[src/rtl/button_debouncer_pkg.sv]
// Shared definitions for the pushbutton conditioning blocks.
//   btn_state_e : 2-bit debounce FSM encoding (ST_IDLE, ST_PRESS_WAIT,
//                 ST_HELD, ST_RELEASE_WAIT), reusable by other button blocks.
//   max2        : elaboration-time helper for sizing shared counters.
package button_debouncer_pkg;

  typedef enum logic [1:0] {
    ST_IDLE         = 2'd0,
    ST_PRESS_WAIT   = 2'd1,
    ST_HELD         = 2'd2,
    ST_RELEASE_WAIT = 2'd3
  } btn_state_e;

  function automatic int max2(input int a, input int b);
    return (a > b) ? a : b;
  endfunction

endpackage

[src/rtl/button_debouncer_sync_2ff.sv]
// Two-flop synchroniser for one asynchronous input bit.
//   clk  : destination clock
//   rst  : asynchronous, active-low reset; both flops load RST_VAL
//   d    : asynchronous input
//   q    : synchronised output (two clk edges of latency)
module sync_2ff #(
  parameter logic RST_VAL = 1'b0
) (
  input  logic clk,
  input  logic rst,
  input  logic d,
  output logic q
);

  logic meta;

  always_ff @(posedge clk or negedge rst) begin
    if (!rst) begin
      meta <= RST_VAL;
      q    <= RST_VAL;
    end else begin
      meta <= d;
      q    <= meta;
    end
  end

endmodule

[src/rtl/button_debouncer.sv]
// Pushbutton debouncer: turns one raw, bouncy, active-low button pin into
// single-cycle press / release strobes and a stable debounced level.
//
// Ports
//   clk            : system clock
//   rst            : asynchronous, active-low reset
//   btn_in         : raw button pin, low = pressed, asynchronous to clk
//   press          : one-cycle strobe per accepted press (and per auto-repeat)
//   release_strobe : one-cycle strobe per accepted release
//                    (named this way because `release` is a reserved word)
//   btn_level      : debounced level, 1 = pressed
//
// Optional feature: define BTN_REPEAT_EN to enable auto-repeat press strobes
// while the button stays held (REPEAT_DELAY, then every REPEAT_RATE cycles).
// Without it the REPEAT_* parameters are unused.
//
// Latency: a raw edge captured at clk edge k produces a strobe in the cycle
// after edge k+DB_CYCLES+2 (2 synchroniser edges + entry edge + DB_CYCLES-1
// counting edges). All outputs are registered.
module button_debouncer
  import button_debouncer_pkg::*;
#(
  parameter int DB_CYCLES    = 120000,
  parameter int REPEAT_DELAY = 6000000,
  parameter int REPEAT_RATE  = 1200000
) (
  input  logic clk,
  input  logic rst,
  input  logic btn_in,
  output logic press,
  output logic release_strobe,
  output logic btn_level
);

  localparam int CW = (DB_CYCLES > 1) ? $clog2(DB_CYCLES) : 1;
  localparam logic [CW-1:0] DB_LAST = CW'(DB_CYCLES - 1);
  localparam int RPT_MAX = max2(REPEAT_DELAY, REPEAT_RATE);

  // Synchroniser resets to 1 so reset looks like "released".
  logic sync_out;
  logic p;

  sync_2ff #(.RST_VAL(1'b1)) u_sync (
    .clk (clk),
    .rst (rst),
    .d   (btn_in),
    .q   (sync_out)
  );

  assign p = ~sync_out;

  btn_state_e    state, state_nxt;
  logic [CW-1:0] cnt, cnt_nxt;
  logic          press_nxt, release_nxt, level_nxt;
  logic          rpt_fire;

`ifdef BTN_REPEAT_EN
  localparam int RW = (RPT_MAX > 1) ? $clog2(RPT_MAX) : 1;
  localparam logic [RW-1:0] DELAY_LAST = RW'(REPEAT_DELAY - 1);
  localparam logic [RW-1:0] RATE_LAST  = RW'(REPEAT_RATE - 1);

  logic [RW-1:0] rpt;
  logic          rpt_first;  // still waiting for the initial (longer) delay

  // Fires only while staying in HELD; leaving HELD takes priority.
  assign rpt_fire = (state == ST_HELD) && p &&
                    (rpt == (rpt_first ? DELAY_LAST : RATE_LAST));

  always_ff @(posedge clk or negedge rst) begin
    if (!rst) begin
      rpt       <= '0;
      rpt_first <= 1'b1;
    end else if (state_nxt == ST_HELD && state != ST_HELD) begin
      // Every entry into HELD (fresh press or bounce back) restarts the delay.
      rpt       <= '0;
      rpt_first <= 1'b1;
    end else if (state == ST_HELD) begin
      if (rpt_fire) begin
        rpt       <= '0;
        rpt_first <= 1'b0;
      end else begin
        rpt <= rpt + 1'b1;
      end
    end
  end
`else
  logic unused_rpt;
  assign unused_rpt = (RPT_MAX > 0);
  assign rpt_fire   = 1'b0;
`endif

  always_comb begin
    state_nxt   = state;
    cnt_nxt     = cnt;
    press_nxt   = 1'b0;
    release_nxt = 1'b0;
    case (state)
      ST_IDLE: begin
        if (p) begin
          state_nxt = ST_PRESS_WAIT;
          cnt_nxt   = '0;
        end
      end
      ST_PRESS_WAIT: begin
        if (!p) begin
          state_nxt = ST_IDLE;
        end else if (cnt == DB_LAST) begin
          state_nxt = ST_HELD;
          press_nxt = 1'b1;
        end else begin
          cnt_nxt = cnt + 1'b1;
        end
      end
      ST_HELD: begin
        if (!p) begin
          state_nxt = ST_RELEASE_WAIT;
          cnt_nxt   = '0;
        end else begin
          press_nxt = rpt_fire;
        end
      end
      ST_RELEASE_WAIT: begin
        if (p) begin
          state_nxt = ST_HELD;
        end else if (cnt == DB_LAST) begin
          state_nxt   = ST_IDLE;
          release_nxt = 1'b1;
        end else begin
          cnt_nxt = cnt + 1'b1;
        end
      end
    endcase
    level_nxt = (state_nxt == ST_HELD) || (state_nxt == ST_RELEASE_WAIT);
  end

  always_ff @(posedge clk or negedge rst) begin
    if (!rst) begin
      state          <= ST_IDLE;
      cnt            <= '0;
      press          <= 1'b0;
      release_strobe <= 1'b0;
      btn_level      <= 1'b0;
    end else begin
      state          <= state_nxt;
      cnt            <= cnt_nxt;
      press          <= press_nxt;
      release_strobe <= release_nxt;
      btn_level      <= level_nxt;
    end
  end

endmodule

[config.mk]
export PLATFORM = sky130hd
export DESIGN_NAME = button_debouncer
export DESIGN_NICKNAME = d
export VERILOG_FILES = /design/src/rtl/button_debouncer_pkg.sv /design/src/rtl/button_debouncer_sync_2ff.sv /design/src/rtl/button_debouncer.sv
export SDC_FILE = /design/constraint.sdc
export NUM_CORES = 1
export LEC_CHECK = 0
export ABC_AREA = 1
export ABC_CLOCK_PERIOD_IN_PS = 1300
export CAP_MARGIN = 5
export CORE_UTILIZATION = 40
export DETAILED_ROUTE_END_ITERATION = 8
export PLACE_DENSITY = 0.68
export SKIP_CTS_REPAIR_TIMING = 1
export SYNTH_ARGS = -nofsm -noshare
export SYNTH_HDL_FRONTEND = slang
export SYNTH_SLANG_ARGS = --single-unit
[constraint.sdc]
create_clock -name clk -period 1.3 [get_ports clk]
set_input_delay 0.13 -clock clk [delete_from_list [all_inputs] [get_ports clk]]
set_output_delay 0.13 -clock clk [all_outputs]
set_load 0.1 [all_outputs]
## After elaboration in Yosys (flattened, before gate mapping)

Cells that the tools add are included.

- Flip-flop bits (word level): 24
- Input port bits: 3
- Output and inout bits: 3
- Logic and storage cells: 39

- $add $sub $neg: 1
- Equality and inequality tests: 10
- Multiplexer cells: 18
- Reduce and logical (&&, ||, !) cells: 3

Operators by type and width:

| cell | count |
|---|---|
| $mux W17 | 5 |
| $pmux W17 S4 | 1 |
| $add A17 B1 Y17 const B | 1 |
| $eq A17 B17 Y1 const B | 1 |
| $mux W2 | 6 |
| $eq A2 B2 Y1 const B | 4 |
| $pmux W2 S4 | 1 |
| $mux W1 | 5 |
| $ne A2 B1 Y1 const B | 2 |
| $ne A2 B2 Y1 const B | 2 |
| $reduce_and A4 Y1 | 1 |
| $eq A2 B1 Y1 const B | 1 |
| $logic_not A2 Y1 | 1 |
| $logic_or A1 B1 Y1 | 1 |

## Depth between registers and ports, before layout

Gate-level depths: netlist of run 1.

- Word-level depth: 6
- Depth in mapped cells: 10
- Depth with buffers taken out: 9

## Modules after synthesis

A second synthesis of run 1 with hierarchy kept.

- Cell total of the unflattened synthesis: 199
- Area total of the unflattened synthesis: 1387.6 µm²

By module, submodules not included:

| module | instances | cells an instance | area an instance (µm²) | sequential area each (µm²) |
|---|---|---|---|---|
| button_debouncer | 1 | 197 | 1335.0 | 525.5 |
| sync_2ff | 1 | 2 | 52.6 | 52.6 |

## Least setup slack after synthesis of run 1

No wires, ideal clock.

- Path type: register to register
- Start: register, netlist name btn_level
- End: register cnt[10]
- Library setup time: 0.127 ns
- Data arrival time: 1.623 ns
- Data required time: 1.173 ns
- Path slack: -0.450 ns
- Cell stages (with the launch flop): 9
- Path buffers: 1
- Period minus slack after synthesis: 1.750 ns
- Cell sequence: dfrtp_1 > nand2_1 > inv_1 > nor2_1 > inv_1 > nand2_4 > buf_8 > nand2_1 > o21ai_0

RTL lines:

| item | line | RTL |
|---|---|---|
| end signal, assigned | button_debouncer.sv:145 | `cnt <= cnt_nxt;` |
| end, declared | button_debouncer.sv:53 | `logic [CW-1:0] cnt, cnt_nxt;` |

## Worst setup path after layout of run 1

- Start: register cnt[3]
- End: register cnt[14]

- Cells in the longest elaborated chain, start to end: 4
- Elaborated cells between the ends (all ways): 6
- Those cells by class: add/sub (1); eq/ne (1); mux (4)

Ends and longest elaborated chain:

| item | line | RTL |
|---|---|---|
| $add A17 B1 Y17 or $eq A17 B17 Y1 (tied branches) | n/a |  |
| $mux W17 (*) | button_debouncer.sv:107, button_debouncer.sv:125 |  |
| $mux W17, on equally long branches | button_debouncer.sv:123, button_debouncer.sv:105 |  |
| $pmux W17 S4 (*) | button_debouncer.sv:97 | `case (state)` |

Mark *: on every way between the ends. The rest lies on a longest branch, timed or not. The select of a mux whose other input is x is not followed.
A chain may end at the register's enable or synchronous reset.

==> impl_table.tex, run 1 <==
\begin{tabular}{lr}
\hline
Metric & Value \\
\hline
\multicolumn{2}{l}{\textbf{Floorplan}} \\
Num ports & 6 \\
Height of the die & 61.51 um \\
Floorplan die area & 0.003783 mm2 \\
Core Footprint & 0.003363 mm2 \\
Die X-Extent & 61.51 um \\
Initial Util & 0.4211 \\
Std cell rows & 21 \\
\multicolumn{2}{l}{\textbf{Final layout}} \\
Ant. Diodes & 0 \\
Final core area utilization & 0.5941 \\
Seq. cell area & 583.1 um2 \\
Number of nets in the final layout & 248 \\
Area of all placed cells without fillers & 0.001998 mm2 \\
Post-synthesis to final-layout area growth & 41.08\% \\
Multi-input logic area & 879.6 um2 \\
Number of fillers in the final layout & 321 \\
Ratio of cells with drive above 1 in the final layout & 0.3909 \\
\multicolumn{2}{l}{\textbf{Logic synthesis}} \\
Flip-flop and latch count after synthesis & 23 \\
EDFF count, synth & 0 \\
Synth unique cells & 25 \\
Most frequent cell after synthesis & sky130\_fd\_sc\_hd\_\_nand2\_1 \\
Asr flop ratio synth & 1.000 \\
Avg Synthesized Cell Area & 7.117 um2 \\
Synth cell count leaders & sky130\_fd\_sc\_hd\_\_nand2\_1 (67), sky130\_fd\_sc\_hd\_\_nor2\_1 (27), sky130\_fd\_sc\_hd\_\_dfrtp\_1 (21), sky130\_fd\_sc\_hd\_\_inv\_1 (21), sky130\_fd\_sc\_hd\_\_nand3\_1 (15) \\
Post-synthesis cell count & 199 \\
Top cells by area, synth & sky130\_fd\_sc\_hd\_\_dfrtp\_1 (37\%), sky130\_fd\_sc\_hd\_\_nand2\_1 (18\%), sky130\_fd\_sc\_hd\_\_nor2\_1 (7.2\%) \\
Number of synthesis warnings & 0 \\
Area of the mapped netlist & 0.001416 mm2 \\
Area share of the largest cell type after synthesis & 0.3710 \\
Post-synth top flop & sky130\_fd\_sc\_hd\_\_dfrtp\_1 \\
Sequential cell area fraction in the yosys report & 0.4081 \\
Largest area contributor in the synthesized netlist & sky130\_fd\_sc\_hd\_\_dfrtp\_1 \\
Total nets after synthesis & 203 \\
\multicolumn{2}{l}{\textbf{Power and ir drop}} \\
Max VDD drop & 0.0003507 V \\
Leakage power figure & 0.9149 nW \\
Cell-internal power & 0.9157 mW \\
Fraction of power consumed by the clock network & 0.288 \\
Total Power & 1.277 mW \\
Combinational group share of total power & 0.124 \\
Total net switching power & 0.3611 mW \\
Sw frac & 0.2828 \\
Power Density & 639.0 mW/mm2 \\
Sequential share of power & 0.588 \\
\multicolumn{2}{l}{\textbf{Global route}} \\
Gr ovfl total & 0 \\
Antenna violations before repair & 0 \\
First-pass GRT wire length & 5499 um \\
Largest net degree at the start of global routing & 26 \\
Via count of the first global-routing pass & 1265 \\
Overall Global Routing Usage & 0.2002 \\
\multicolumn{2}{l}{\textbf{Routing}} \\
Final routed wire length divided by cell count & 13.29 um \\
Total wire length after detailed routing & 3841 um \\
Post-detailed-route via-to-cell ratio & 4.931 \\
Iteration-0 DRC count of the detailed router & 119 \\
Total vias in the final route & 1425 \\
TritonRoute pass-1 iters & 4 \\
Residual antenna-violating net count after detailed routing & 0 \\
Post-detailed-route DRC marker count & 0 \\
\multicolumn{2}{l}{\textbf{Clock tree}} \\
Clock latency of the later-clocked register in the worst-skew pair & 0.34 ns \\
Largest buffer count on any clock path & 2 \\
Number of clock sinks & 23 \\
Clock buffer count from CTS & 3 \\
Library cell used as clock root buffer & sky130\_fd\_sc\_hd\_\_clkbuf\_4 \\
Count of H-tree levels built during CTS & 1 \\
Clock Pin Slew Worst Setup and Hold Paths & 0.15 ns \\
TritonCTS clock tree & built \\
\multicolumn{2}{l}{\textbf{STA}} \\
Worst hold slack & 0.04858 ns \\
Fin crit share & 1.117 \\
Fin crit period & 1.452 ns \\
Setup slack of the critical path after layout & -0.1515 ns \\
Max Clock Skew & 0.01098 ns \\
Max transition margin & 0.7728 \\
Number of hold violations in the final report & 0 \\
Fmax & 0.6889 GHz \\
Slew at the pin with the worst max-slew slack & 0.3397 ns \\
Setup violators final & 20 \\
Max-slew violation count & 0 \\
Unrepaired setup endpoints after global routing & yes \\
\multicolumn{2}{l}{\textbf{Place}} \\
Routability congestion estimate & 0.8680 \\
Area after detailed placement & 0.001797 mm2 \\
Half-perimeter wire length of the detailed placement result & 2568 um \\
DP Worst Slack & -0.1541 ns \\
Port Buf Inserts & 5 \\
\multicolumn{2}{l}{\textbf{Setup path}} \\
Crit path max fanout & 3 \\
Critical path launch point & cnt[3] \\
Reg-to-reg setup timing slack & -0.15 ns \\
Worst setup path category & reg2reg \\
Cells along the critical path & buf\_4 > nand2\_2 > buf\_4 > nor2\_1 > nand2\_1 > o21ai\_0 > nand3\_1 > o21ai\_0 \\
Origin of the critical flop-to-flop path & cnt[3] \\
Required time worst endpoint & 1.56 ns \\
Largest stage delay on the critical path & 0.41 ns \\
Arrival time of the worst setup path & 1.71 ns \\
Library cell contributing the largest single delay on the critical path & sky130\_fd\_sc\_hd\_\_dfrtp\_1 \\
Setup crit start kind & flip-flop \\
Kind of capture point of the worst setup path & flip-flop \\
Crit Reg-Reg Endpoint & cnt[14] \\
Worst r2r path cells & 8 \\
\multicolumn{2}{l}{\textbf{Run status}} \\
Violated checks & negative setup slack \\
Result of the run & finished with violations \\
\multicolumn{2}{l}{\textbf{Min path}} \\
Hold Path Class & in2async \\
\multicolumn{2}{l}{\textbf{Job}} \\
Maxcap violations & 0 \\
\hline
\end{tabular}
==> state kept, by name, summed over array words and instances (netlist names) <==
signal          count
cnt                17
btn_level           1
press               1
release_strobe      1
state               1
u_sync.meta         1
u_sync.q            1
==> per-layer routing <==
metal,global-route usage,wire length (um),vias to the layer above
met3,0.01891,144,9
met2,0.3072,1838,41
met1,0.2784,1766,656
li1,-,-,719
met4,0.1048,91,0
met5,0,0,-
==> metrics by stage <==
| step | setup TNS, ns | std cells |
|---|---|---|
| 5_1_grt | -3.271 | 289 |
| 2_1_floorplan | -0.1161 | 199 |
| 6_report | -1.366 | 289 |
| 3_3_place_gp | -1.148 | 280 |
| 4_1_cts | -2.336 | 284 |
| 3_5_place_dp | -1.789 | 280 |
==> layout make-up <==
class,instances,share of cell area
Clock buffer,3,0.01127
Multi-Input combinational cell,152,0.4402
Timing Repair Buffer,41,0.1810
Tap cell,46,0.02880
Sequential cell,23,0.2918
Clock inverter,1,0.002505
Inverter,23,0.04446
==> power by group through the flow <==
stage | clock network, mW | logic (mW) | registers, mW
2_1_floorplan | 0 | 0.0695 | 0.760
3_3_place_gp | 0 | 0.124 | 0.759
3_5_place_dp | 0 | 0.126 | 0.760
4_1_cts | 0.374 | 0.127 | 0.746
5_1_grt | 0.406 | 0.175 | 0.753
6_report | 0.368 | 0.158 | 0.750
==> cells by family (layout without fill, tap and decap cells) <==
group,after synthesis,in the layout,synth area share
compound gates,17,17,0.07420
buf+inv,26,68,0.08481
simple gates,128,130,0.3993
xor+xnor,4,4,0.02474
flops,23,23,0.4081
fa+ha+maj,1,1,0.008833
==> cells in the final DEF (no fill, tap or decap), drive strengths merged <==
cell type	instances
nand3b	1
dfrtp	21
clkinv	1
clkdlybuf4s50	2
and2	1
buf	39
nand3	16
nand4	4
nand2	73
o21ai	14
o21bai	2
xor2	3
dfstp	2
ha	1
a21oi	1
nor3	5
xnor2	1
clkbuf	3
inv	23
nor2	30
==> critical path, delay by kind of cell, from the launching register on <==
kind | cells | cell delay (ns)
buffers and inverters | 2 | 0.27
flip-flops | 1 | 0.41
AND/OR/NAND/NOR | 4 | 0.34
AO/OA/AOI/OAI | 2 | 0.36
==> how the worst max path moves through the flow <==
stage | end | slack, ns | cells after the start
after global routing | cnt[14] | -0.21 | 8
after floorplan | cnt[10] | -0.01 | 10
final | cnt[14] | -0.15 | 8
after global placement | cnt[14] | -0.10 | 8
after CTS | cnt[10] | -0.17 | 8
after detailed placement | cnt[10] | -0.15 | 8
No activity file was read; power rests on OpenSTA's default activity.
==> inputs of run 2 (changes only) <==
PLACE_DENSITY = 0.65   (was 0.68)
SETUP_SLACK_MARGIN = 0.05   (was unset)
==> run 2 against run 1 <==
Cell count increased by 1.7%. Maximum frequency increased by 5.6%. Non-clock buffer count increased by 6. Global-route usage increased by 0.47 points. The flow still finishes with violations (negative setup slack). Largest cell class unchanged. First-iteration DRC count decreased by 41%. Hold slack improved by 0.042 ns. Critical endpoint is now cnt[2]. Die area unchanged.
==> impl_table.tex, run 2 (same netlist as run 1, synthesis figures left out) <==
\begin{tabular}{lr}
\hline
Metric & Value \\
\hline
\multicolumn{2}{l}{\textbf{Run status}} \\
Result of the run & finished with violations \\
Violated checks & negative setup slack \\
\multicolumn{2}{l}{\textbf{STA}} \\
Max Clock Skew & 0.002937 ns (-0.008039 ns) \\
Fin crit period & 1.375 ns (-0.07670 ns) \\
Number of hold violations in the final report & 0 (unchanged) \\
Unrepaired setup endpoints after global routing & yes \\
Setup violators final & 19 (-5.0\%) \\
Fin crit share & 1.058 (-0.05900) \\
Fmax & 0.7274 GHz (+5.6\%) \\
Max transition margin & 0.7262 (-0.04663) \\
Slew at the pin with the worst max-slew slack & 0.4095 ns (+0.06973 ns) \\
Worst hold slack & 0.09069 ns (+0.04212 ns) \\
Max-slew violation count & 0 (unchanged) \\
Final sum of negative setup slack & -0.9085 ns (+0.4572 ns) \\
Setup slack of the critical path after layout & -0.07485 ns (+0.07670 ns) \\
\multicolumn{2}{l}{\textbf{Setup path}} \\
Buffer and inverter count on the worst path & 1 (-1) \\
Worst setup path category & reg2reg \\
Largest stage delay on the critical path & 0.42 ns (about the same) \\
Required time worst endpoint & 1.51 ns (-0.05 ns) \\
Arrival time of the worst setup path & 1.58 ns (-0.13 ns) \\
Gate family responsible for the most delay along the worst path & simple AND/OR/NAND/NOR gates \\
Crit path max fanout & 10 (+7) \\
Setup crit start kind & flip-flop \\
Cells along the critical path & ha\_4 > inv\_4 > nor2\_4 > nand3\_2 > nor2\_1 > nor2\_4 > nand2\_1 > o21ai\_0 \\
Kind of capture point of the worst setup path & flip-flop \\
Library cell contributing the largest single delay on the critical path & sky130\_fd\_sc\_hd\_\_dfrtp\_1 \\
Most repeated library cell on the critical path & sky130\_fd\_sc\_hd\_\_nor2\_4 \\
\multicolumn{2}{l}{\textbf{Final layout}} \\
Largest register FFs & 17 (unchanged) \\
Commonest non-fill, non-tap cell in the layout & sky130\_fd\_sc\_hd\_\_nand2\_1 \\
Register bank with the most flops & cnt \\
Commonest non-fill, non-tap cells in the layout & sky130\_fd\_sc\_hd\_\_nand2\_1 (50), sky130\_fd\_sc\_hd\_\_buf\_4 (39), sky130\_fd\_sc\_hd\_\_dfrtp\_1 (19) \\
Number of fillers in the final layout & 316 (-1.6\%) \\
Ratio of cells with drive above 1 in the final layout & 0.4355 (+0.04454) \\
Number of nets in the final layout & 253 (+2.0\%) \\
Post-synthesis to final-layout area growth & 45.94\% \\
Ant. Diodes & 0 (unchanged) \\
Final core area utilization & 0.6146 (+0.02046) \\
Area of all placed cells without fillers & 0.002067 mm2 (+3.4\%) \\
\multicolumn{2}{l}{\textbf{Place}} \\
Port Buf Inserts & 5 (unchanged) \\
Area after detailed placement & 0.001827 mm2 (+1.7\%) \\
Half-perimeter wire length of the detailed placement result & 2456 um (-4.4\%) \\
Routability congestion estimate & 0.8617 (-0.73\%) \\
\multicolumn{2}{l}{\textbf{Floorplan}} \\
Std cell rows & 21 (unchanged) \\
Height of the die & 61.51 um (unchanged) \\
Initial Util & 0.4211 (unchanged) \\
Die X-Extent & 61.51 um (unchanged) \\
Num ports & 6 (unchanged) \\
Floorplan die area & 0.003783 mm2 (unchanged) \\
Core Footprint & 0.003363 mm2 (unchanged) \\
\multicolumn{2}{l}{\textbf{Power and ir drop}} \\
Max VDD drop & 0.0006257 V (+78\%) \\
Power Density & 612.1 mW/mm2 (-4.2\%) \\
Leakage power figure & 0.9515 nW (+4.0\%) \\
\multicolumn{2}{l}{\textbf{Global route}} \\
Most used routing layer & met2 \\
Overall Global Routing Usage & 0.2048 (+0.004660) \\
Antenna violations before repair & 0 (unchanged) \\
First-pass GRT wire length & 5671 um (+3.1\%) \\
Gr ovfl total & 0 (unchanged) \\
Global Route met2 Usage & 0.3041 (-0.003072) \\
Global-route met3 utilization & 0.02731 (+0.008403) \\
Via count of the first global-routing pass & 1236 (-2.3\%) \\
Met1 usage & 0.2988 (+0.02047) \\
Largest net degree at the start of global routing & 26 (unchanged) \\
\multicolumn{2}{l}{\textbf{Routing}} \\
Iteration-0 DRC count of the detailed router & 70 (-41\%) \\
Post-detailed-route DRC marker count & 0 (unchanged) \\
Total vias in the final route & 1427 (+0.14\%) \\
Post-detailed-route via-to-cell ratio & 4.854 (-1.6\%) \\
Final routed wire length divided by cell count & 12.46 um (-6.3\%) \\
TritonRoute pass-1 iters & 4 (unchanged) \\
Total wire length after detailed routing & 3662 um (-4.7\%) \\
Residual antenna-violating net count after detailed routing & 0 (unchanged) \\
\multicolumn{2}{l}{\textbf{Min path}} \\
Hold Path Class & in2async \\
\multicolumn{2}{l}{\textbf{Job}} \\
Maxcap violations & 0 (unchanged) \\
\multicolumn{2}{l}{\textbf{Clock tree}} \\
TritonCTS clock tree & built \\
Number of clock sinks & 23 (unchanged) \\
Clock latency of the later-clocked register in the worst-skew pair & 0.32 ns (-0.02 ns) \\
Library cell used as clock root buffer & sky130\_fd\_sc\_hd\_\_clkbuf\_4 \\
Largest buffer count on any clock path & 2 (unchanged) \\
Clock Pin Slew Worst Setup and Hold Paths & 0.13 ns (-0.02 ns) \\
Clock buffer count from CTS & 3 (unchanged) \\
Count of H-tree levels built during CTS & 1 (unchanged) \\
\hline
\end{tabular}
-- run 2: through the flow --
stage / worst slack [ns] / std cells / power, mW
2_1_floorplan: -0.01119 / 199 / 0.8293
3_3_place_gp: -0.1155 / 284 / 0.8845
3_5_place_dp: -0.1467 / 284 / 0.8875
4_1_cts: -0.1709 / 288 / 1.230
5_1_grt: -0.1755 / 294 / 1.315
6_report: -0.07485 / 294 / 1.265
-- run 2: per-layer routing --
| layer | up-vias | part of all wire |
|---|---|---|
| li1 | 726 | - |
| met1 | 686 | 0.47 |
| met2 | 11 | 0.50 |
| met3 | 4 | 0.012 |
| met4 | 0 | 0.013 |
| met5 | - | 0 |
-- run 2: area by class of cell --
class | instances | area [um2] | area share
Clock buffer | 4 | 26.28 | 0.01271
Inverter | 23 | 91.34 | 0.04419
Multi-Input combinational cell | 151 | 902.1 | 0.4364
Sequential cell | 23 | 583.1 | 0.2821
Tap cell | 46 | 57.56 | 0.02785
Timing Repair Buffer | 47 | 406.6 | 0.1967
-- run 2: path summary, 6_finish.rpt --
check	start	endpoint	slack, ns	depth (start not counted)
worst max-delay path	cnt[0]	cnt[2]	-0.07	8
worst min-delay path	rst	press	0.09	1
worst max register to register	cnt[0]	cnt[2]	-0.07	8
worst min register to register	u_sync.meta	u_sync.q	0.37	0
max in group asynchronous	rst	cnt[10]	0.74	2
min in group clk	btn_in	u_sync.meta	0.20	1
-- run 2: worst register-to-register path: stages (launching register included) --
cell and delay [ns]:
sky130_fd_sc_hd__dfrtp_1 0.42, sky130_fd_sc_hd__ha_4 0.18, sky130_fd_sc_hd__inv_4 0.05, sky130_fd_sc_hd__nor2_4 0.10
sky130_fd_sc_hd__nand3_2 0.09, sky130_fd_sc_hd__nor2_1 0.19, sky130_fd_sc_hd__nor2_4 0.10, sky130_fd_sc_hd__nand2_1 0.06
sky130_fd_sc_hd__o21ai_0 0.07
-- run 2: report_power, final --
part           leakage (nW)  internal (mW)  switching (mW)
clock                0.0150          0.120           0.229
sequential            0.306          0.734          0.0183
combinational         0.630         0.0663          0.0975
total                 0.952          0.920           0.345
